**config.mk**
```make
export PLATFORM = sky130hd
export DESIGN_NAME = cdc_req_ack_ctrl
export DESIGN_NICKNAME = d
export VERILOG_FILES = /design/src/rtl/cdc_req_ack_ctrl.sv
export SDC_FILE = /design/constraint.sdc
export NUM_CORES = 1
export LEC_CHECK = 0
export CAP_MARGIN = 20
export CORE_MARGIN = 2
export CORE_UTILIZATION = 35
export DETAILED_ROUTE_END_ITERATION = 8
export PLACE_DENSITY = 0.61
export SLEW_MARGIN = 20
export SYNTH_ARGS = -nofsm -noshare
export SYNTH_HDL_FRONTEND = slang
export SYNTH_SLANG_ARGS = --single-unit
export TNS_END_PERCENT = 50
```
**constraint.sdc**
```tcl
create_clock -name i_clock -period 1.95 [get_ports i_clock]
set_input_delay 0.585 -clock i_clock [delete_from_list [all_inputs] [get_ports i_clock]]
set_output_delay 0.585 -clock i_clock [all_outputs]
set_load 0.02 [all_outputs]
```
**src/rtl/cdc_req_ack_ctrl.sv**
```systemverilog
// Source-side 4-phase req/ack CDC controller with ack synchronizer.
// Optional phase watchdog enabled by defining CDC_TIMEOUT_EN.
module cdc_req_ack_ctrl #(
  parameter int DATA_W      = 8,
  parameter int SYNC_STAGES = 2,
  parameter int TIMEOUT_CYC = 64
) (
  input  logic              i_clock,
  input  logic              i_reset,
  input  logic              i_valid,
  input  logic [DATA_W-1:0] i_data,
  output logic              o_ready,
  output logic              o_req,
  output logic [DATA_W-1:0] o_data,
  input  logic              i_ack,
  output logic              o_done,
  output logic [15:0]       o_count,
  output logic              o_timeout
);

  typedef enum logic [1:0] {
    IDLE = 2'd0,
    REQ  = 2'd1,
    REL  = 2'd2
  } state_t;

  state_t                 state;
  logic [SYNC_STAGES-1:0] sync_q;
  logic                   ack_sync;
  logic                   abort;

  assign ack_sync = sync_q[SYNC_STAGES-1];
  // A stale ack in IDLE must drain before a new request may start
  assign o_ready  = (state == IDLE) && !ack_sync;

  always_ff @(posedge i_clock) begin
    if (i_reset) sync_q <= '0;
    else         sync_q <= {sync_q[SYNC_STAGES-2:0], i_ack};
  end

`ifdef CDC_TIMEOUT_EN
  localparam int WD_W = $clog2(TIMEOUT_CYC + 1);
  localparam logic [WD_W-1:0] WD_LIM = WD_W'(TIMEOUT_CYC - 1);

  logic [WD_W-1:0] wd;

  always_ff @(posedge i_clock) begin
    if (i_reset) begin
      wd        <= '0;
      abort     <= 1'b0;
      o_timeout <= 1'b0;
    end else begin
      o_timeout <= 1'b0;
      unique case (state)
        IDLE: begin
          wd <= '0;
          if (i_valid && !ack_sync) abort <= 1'b0;
        end
        REQ: begin
          if (ack_sync) begin
            wd <= '0;
          end else if (wd == WD_LIM) begin
            wd        <= '0;
            abort     <= 1'b1;
            o_timeout <= 1'b1;
          end else begin
            wd <= wd + 1'b1;
          end
        end
        REL: begin
          if (!ack_sync) begin
            wd <= '0;
          end else if (wd == WD_LIM) begin
            wd        <= '0;
            o_timeout <= 1'b1;
          end else begin
            wd <= wd + 1'b1;
          end
        end
        default: wd <= '0;
      endcase
    end
  end

  logic wd_hit;
  assign wd_hit = (wd == WD_LIM);
`else
  logic wd_hit;
  assign wd_hit    = 1'b0;
  assign abort     = 1'b0;
  assign o_timeout = 1'b0;
`endif

  always_ff @(posedge i_clock) begin
    if (i_reset) begin
      state   <= IDLE;
      o_req   <= 1'b0;
      o_data  <= '0;
      o_done  <= 1'b0;
      o_count <= '0;
    end else begin
      o_done <= 1'b0;
      unique case (state)
        IDLE: begin
          if (i_valid && !ack_sync) begin
            o_data <= i_data;
            o_req  <= 1'b1;
            state  <= REQ;
          end
        end
        REQ: begin
          if (ack_sync || wd_hit) begin
            o_req <= 1'b0;
            state <= REL;
          end
        end
        REL: begin
          // A timed-out request still waits for ack low but is not counted
          if (!ack_sync) begin
            state <= IDLE;
            if (!abort) begin
              o_done  <= 1'b1;
              o_count <= o_count + 16'd1;
            end
          end else if (wd_hit) begin
            state <= IDLE;
          end
        end
        default: begin
          state <= IDLE;
          o_req <= 1'b0;
        end
      endcase
    end
  end

endmodule
```
# [Yosys cells after proc, flatten, opt, wreduce, memory -nomap -nowiden]
# Index checks and enable logic that the tools add are counted.
[op_classes] addsub=1 n_eq_ne=5 muxes=8 bitwise=2 reduce_logical=9
[op_table] cell="16-bit by 1-bit adder with 16-bit output, second input constant" n=1
[op_table] cell="2-bit 2-to-1 mux" n=3
[op_table] cell="2-bit case mux with 3 select lines" n=1
[op_table] cell="3-bit AND reduction" n=2
[op_table] cell="2-bit inequality test, second input constant" n=2
[op_table] cell="2-bit AND reduction" n=2
[op_table] cell="1-bit 2-to-1 mux" n=3
[op_table] cell="1-bit case mux with 3 select lines" n=1
[op_table] cell="2-bit by 1-bit == test with 1-bit output, second input constant" n=1
[op_table] cell="2-bit == test, second input constant" n=1
[op_table] cell="1-bit logical AND" n=2
[op_table] cell="2-bit zero test" n=1
[op_table] cell="2-bit by 1-bit inequality test with 1-bit output, second input constant" n=1
[op_table] cell="1-bit inverter" n=2
[op_table] cell="2-bit OR reduction" n=1
[op_table] cell="1-bit zero test" n=1
[word_totals] register_bits=30 inputBits=12 out_inout_bits=28 word_cells=31

# [Depth between registers and ports, before layout]
[logic_depth] depth_word=4 mapped_depth=5 depth_no_buf=5

# [Worst setup path after synthesis]
# No wires, ideal clock.
[synth_path] path_kind="reg-to-reg" from="reg state[1]" to="reg o_count[15]" setup_ns=0.123 arrival_time_ns=1.673 required_ns=1.827 slack_ns=0.154 stages_incl_launch_ff=6 path_buffers=1 period_less_slack_ns=1.796 cell_sequence="dfxtp_1 -> or3b_1 -> buf_6 -> nor4_4 -> nand4_1 -> mux2_1"
[synth_via] elab_chain_len=2
[synth_lines] element="start: declaration" line_no="27" rtl="state_t state;"
[synth_lines] element="start signal: assignment" line_no="96" rtl="state <= IDLE;"
[synth_lines] element="start signal: assignment" line_no="108" rtl="state <= REQ;"
[synth_lines] element="start signal: assignment" line_no="114" rtl="state <= REL;"
[synth_lines] element="2-bit == test" line_no="103" rtl="unique case (state)"
[synth_lines] element="2-bit AND reduction (no line)"
[synth_lines] element="end signal: assignment" line_no="123" rtl="o_count <= o_count + 16'd1;"
[synth_lines] element="end: declaration" line_no="17" rtl="output logic [15:0] o_count,"
# Every way passes these cells.
# A chain may end at the register's enable or synchronous reset.

# [Worst setup path after layout]
[layout_path] from="reg o_req" to="out o_req"
[layout_lines] element="start: declaration" line_no="13" rtl="output logic o_req,"
[layout_lines] element="start signal: assignment" line_no="97" rtl="o_req <= 1'b0;"
[layout_lines] element="start signal: assignment" line_no="107" rtl="o_req <= 1'b1;"
[layout_lines] element="start signal: assignment" line_no="113" rtl="o_req <= 1'b0;"
# No word-level cell between the ends.

==> flow_metrics.tcl <==
set metrics [dict create \
    nNetsFinal 203 \
    endpoint_kind "primary output" \
    antenna_found_initial 0 \
    synthMuxAreaShare_pct 1.818 \
    status "finished, final reports clean" \
    yosysMostFrequentCell "dfxtp_1" \
    finalCritPeriodShare_pct 96.58 \
    cts_buffer_depth 2 \
    grt_pass1_wl_um 4809 \
    cts-htree-levels 2 \
    cp-startpoint "o_req" \
    track_usage_pct 15.21 \
    dpl_cell_area_mm2 0.001710 \
    overflow 0 \
    synth_top_area_share_pct 48.48 \
    drt_iter0_markers 34 \
    globalplace.congestion 0.7391 \
    hold_viol 0 \
    synth_cell_types 32 \
    synth_cells 141 \
    area_growth_pct 43.84 \
    die_y_um 63.49 \
    synth_top_family_by_area "simple AND/OR/NAND/NOR gates" \
    setup_viol 0 \
    cts_buffers 5 \
    min_period_ns 1.883 \
    post-route-drc-count 0 \
    leakage_nw 0.7791 \
    syn_area_per_cell_um2 8.785 \
    synth_fa_ha_area_share_pct 1.010 \
    cp_max_fo 3 \
    antenna_cells 0 \
    r2r_end "o_count[15]" \
    vias_per_cell 4.814 \
    fp.coreArea_mm2 0.003363 \
    synth_edf_count 0 \
    row_count 21 \
    powerDensity_mw_per_mm2 648.8 \
    port_buffers 38 \
    fill_cells 345 \
    via_count 1141 \
    crit_arrival_ns 1.30 \
    worstSkewPairLatency_ns 0.32 \
    hp-class "register to register" \
    die-area_mm2 0.004031 \
    fin_skew_ns 0.007256 \
    synth-seq-cells 30 \
    start_util_pct 36.83 \
    start_kind "register" \
    hold_depth 1 \
    fmaxAchievable_mhz 531.0 \
    ys_warn_count 0 \
    drive_gt1_share_pct 10.47 \
    avgRoutedWirePerCell_um 11.74 \
    synth_nets 154 \
    reg2reg_slack_ns 0.12 \
    synth-main-ff-cell "dfxtp_1" \
    yosys.area.top_type "dfxtp_1" \
    r2r_start "state[1]" \
    drtPass1Iterations 4 \
    cts-root-buf "clkbuf_4" \
    cap_viol_max_count 0 \
    syn-cell-area_mm2 0.001239 \
    cp_top_family "buffers and inverters" \
    clkSlewWorstSetupHoldPaths_ns 0.09 \
    routed_wl_um 2783 \
    clock-sinks 30 \
    slew_viol_final 0 \
    io_pins 40 \
    synth.area.top_cells "dfxtp_1 (48%), nand2_1 (7.3%), a21oi_1 (5.7%)" \
    grt_max_degree 16 \
    final_area_mm2 0.001782 \
    reg2reg_depth 4 \
    ant_nets 0 \
    synth_compound_area_share_pct 9.495 \
    cpMaxStageDelayCell "clkdlybuf4s50_1" \
    dp_hpwl_um 2029 \
    path_buf_inv 1 \
    grt_pass1_vias 1095 \
    tritoncts "built" \
    cpPeakStageDelay_ns 0.62 \
    holdCritStartpoint "sync_q[0]" \
    rsz0062_at_grt "no" \
    yosys.area_share.simple_pct 29.49 \
    path_cells "clkdlybuf4s50_1" \
    synth_xor_area_share_pct 6.364 \
    path_class "register to primary output" \
    critPathRequiredTime_ns 1.36 \
    ir_drop_mv 0.4686 \
    setup_tns_ns 0 \
    ys_top_cells_by_count "dfxtp_1 (30), nand2_1 (24), nor2_1 (15)" \
    postSynth.asyncResetShare_pct 0 \
    die_w_um 63.49 \
    synth-seq-area-share_pct 48.48 \
    hold_end "sync_q[1]" \
]
==> cell type report <==
class / instances / area (µm²) / area share, %
clock inverters: 1 / 5.005 / 0.2809
inverters: 1 / 3.754 / 0.2107
clock buffers: 7 / 55.05 / 3.090
multi-input cells: 104 / 605.6 / 33.99
repair buffers: 48 / 454.2 / 25.49
flip-flops and latches: 30 / 600.6 / 33.71
well taps: 46 / 57.56 / 3.230
==> per-layer routing <==
layer  GRT usage [%]  routed length (µm)  vias to the layer above
li1                -                   -                      582
met1           17.17                1171                      524
met2           25.13                1379                       30
met3           5.536                 179                        5
met4           7.609                  53                        0
met5               0                   0                        -
==> what timing repair did <==
action	4_1_cts	5_1_grt
gates resized for setup	10	6
endpoints found under the hold margin	0	0
endpoints found under the setup margin	10	7
pin swaps	0	1
hold buffers	0	0
setup buffers	0	1
==> worst max-delay path by stage <==
stage	to	slack, ns	depth (start not counted)
after floorplan	o_count[15]	0.15	5
after detailed placement	o_count[15]	0.07	4
final	o_req	0.07	1
after global routing	o_req	0.008	1
after CTS	o_ready	0.006	2
after global placement	o_ready	0.12	2
==> report_power, final <==
group	total, mW	internal [mW]	switching (mW)
Sequential	0.639	0.629	0.00993
Combinational	0.132	0.0686	0.0636
Clock	0.385	0.175	0.211
Total	1.16	0.872	0.284
==> flip-flops by register name, summed over array words and instances (netlist names) <==
| name | flops |
|---|---|
| o_data | 8 |
| state | 2 |
| o_req | 1 |
| o_count | 16 |
| o_done | 1 |
| sync_q | 2 |
==> cells in the final DEF, fill, tap and decap left out, drive strengths merged <==
cell type      instances
nor2                  15
xor2                   3
inv                    1
mux2                   2
nand2                 24
a31o                   1
nor3                   3
and2                   1
clkbuf                 7
clkdlybuf4s50         24
ha                     1
and3                   1
buf                   10
and4                   2
clkdlybuf4s15          1
dlygate4sd2            9
clkinv                 1
a21oi                 14
a2bb2oi                1
nor4                   1
nand4                  4
or3                    1
and4bb                 1
dlymetal6s2s           4
o21ai                  3
nand3                  5
or4                    3
nand2b                 1
o31ai                  2
nor3b                  2
nor2b                  5
xnor2                  6
conb                   1
dfxtp                 30
or3b                   1
==> per-stage QoR <==
stage / hold WS (ns) / util [%] / power, mW / worst slack (ns) / std cells
2_1_floorplan: 0.4138 / - / 0.7152 / 0.1540 / 141
3_3_place_gp: 0.4355 / 50.86 / 0.7827 / 0.1174 / 228
3_5_place_dp: 0.4376 / 50.86 / 0.7859 / 0.07376 / 228
4_1_cts: 0.4572 / 52.27 / 1.169 / 0.006395 / 236
5_1_grt: 0.4662 / 52.98 / 1.208 / 0.008062 / 237
6_report: 0.4537 / 52.98 / 1.156 / 0.06671 / 237
==> cells by family (layout without fill, tap and decap cells) <==
family | after synthesis | after routing
AOI/OAI and AO/OA | 21 | 21
and+or+nand+nor | 70 | 70
xor gates and xnor gates | 9 | 9
DFF | 30 | 30
buffers and inverters | 7 | 57
muxes | 2 | 2
other | 1 | 1
adders and majority gates | 1 | 1
(Power assumes the default switching activity.)
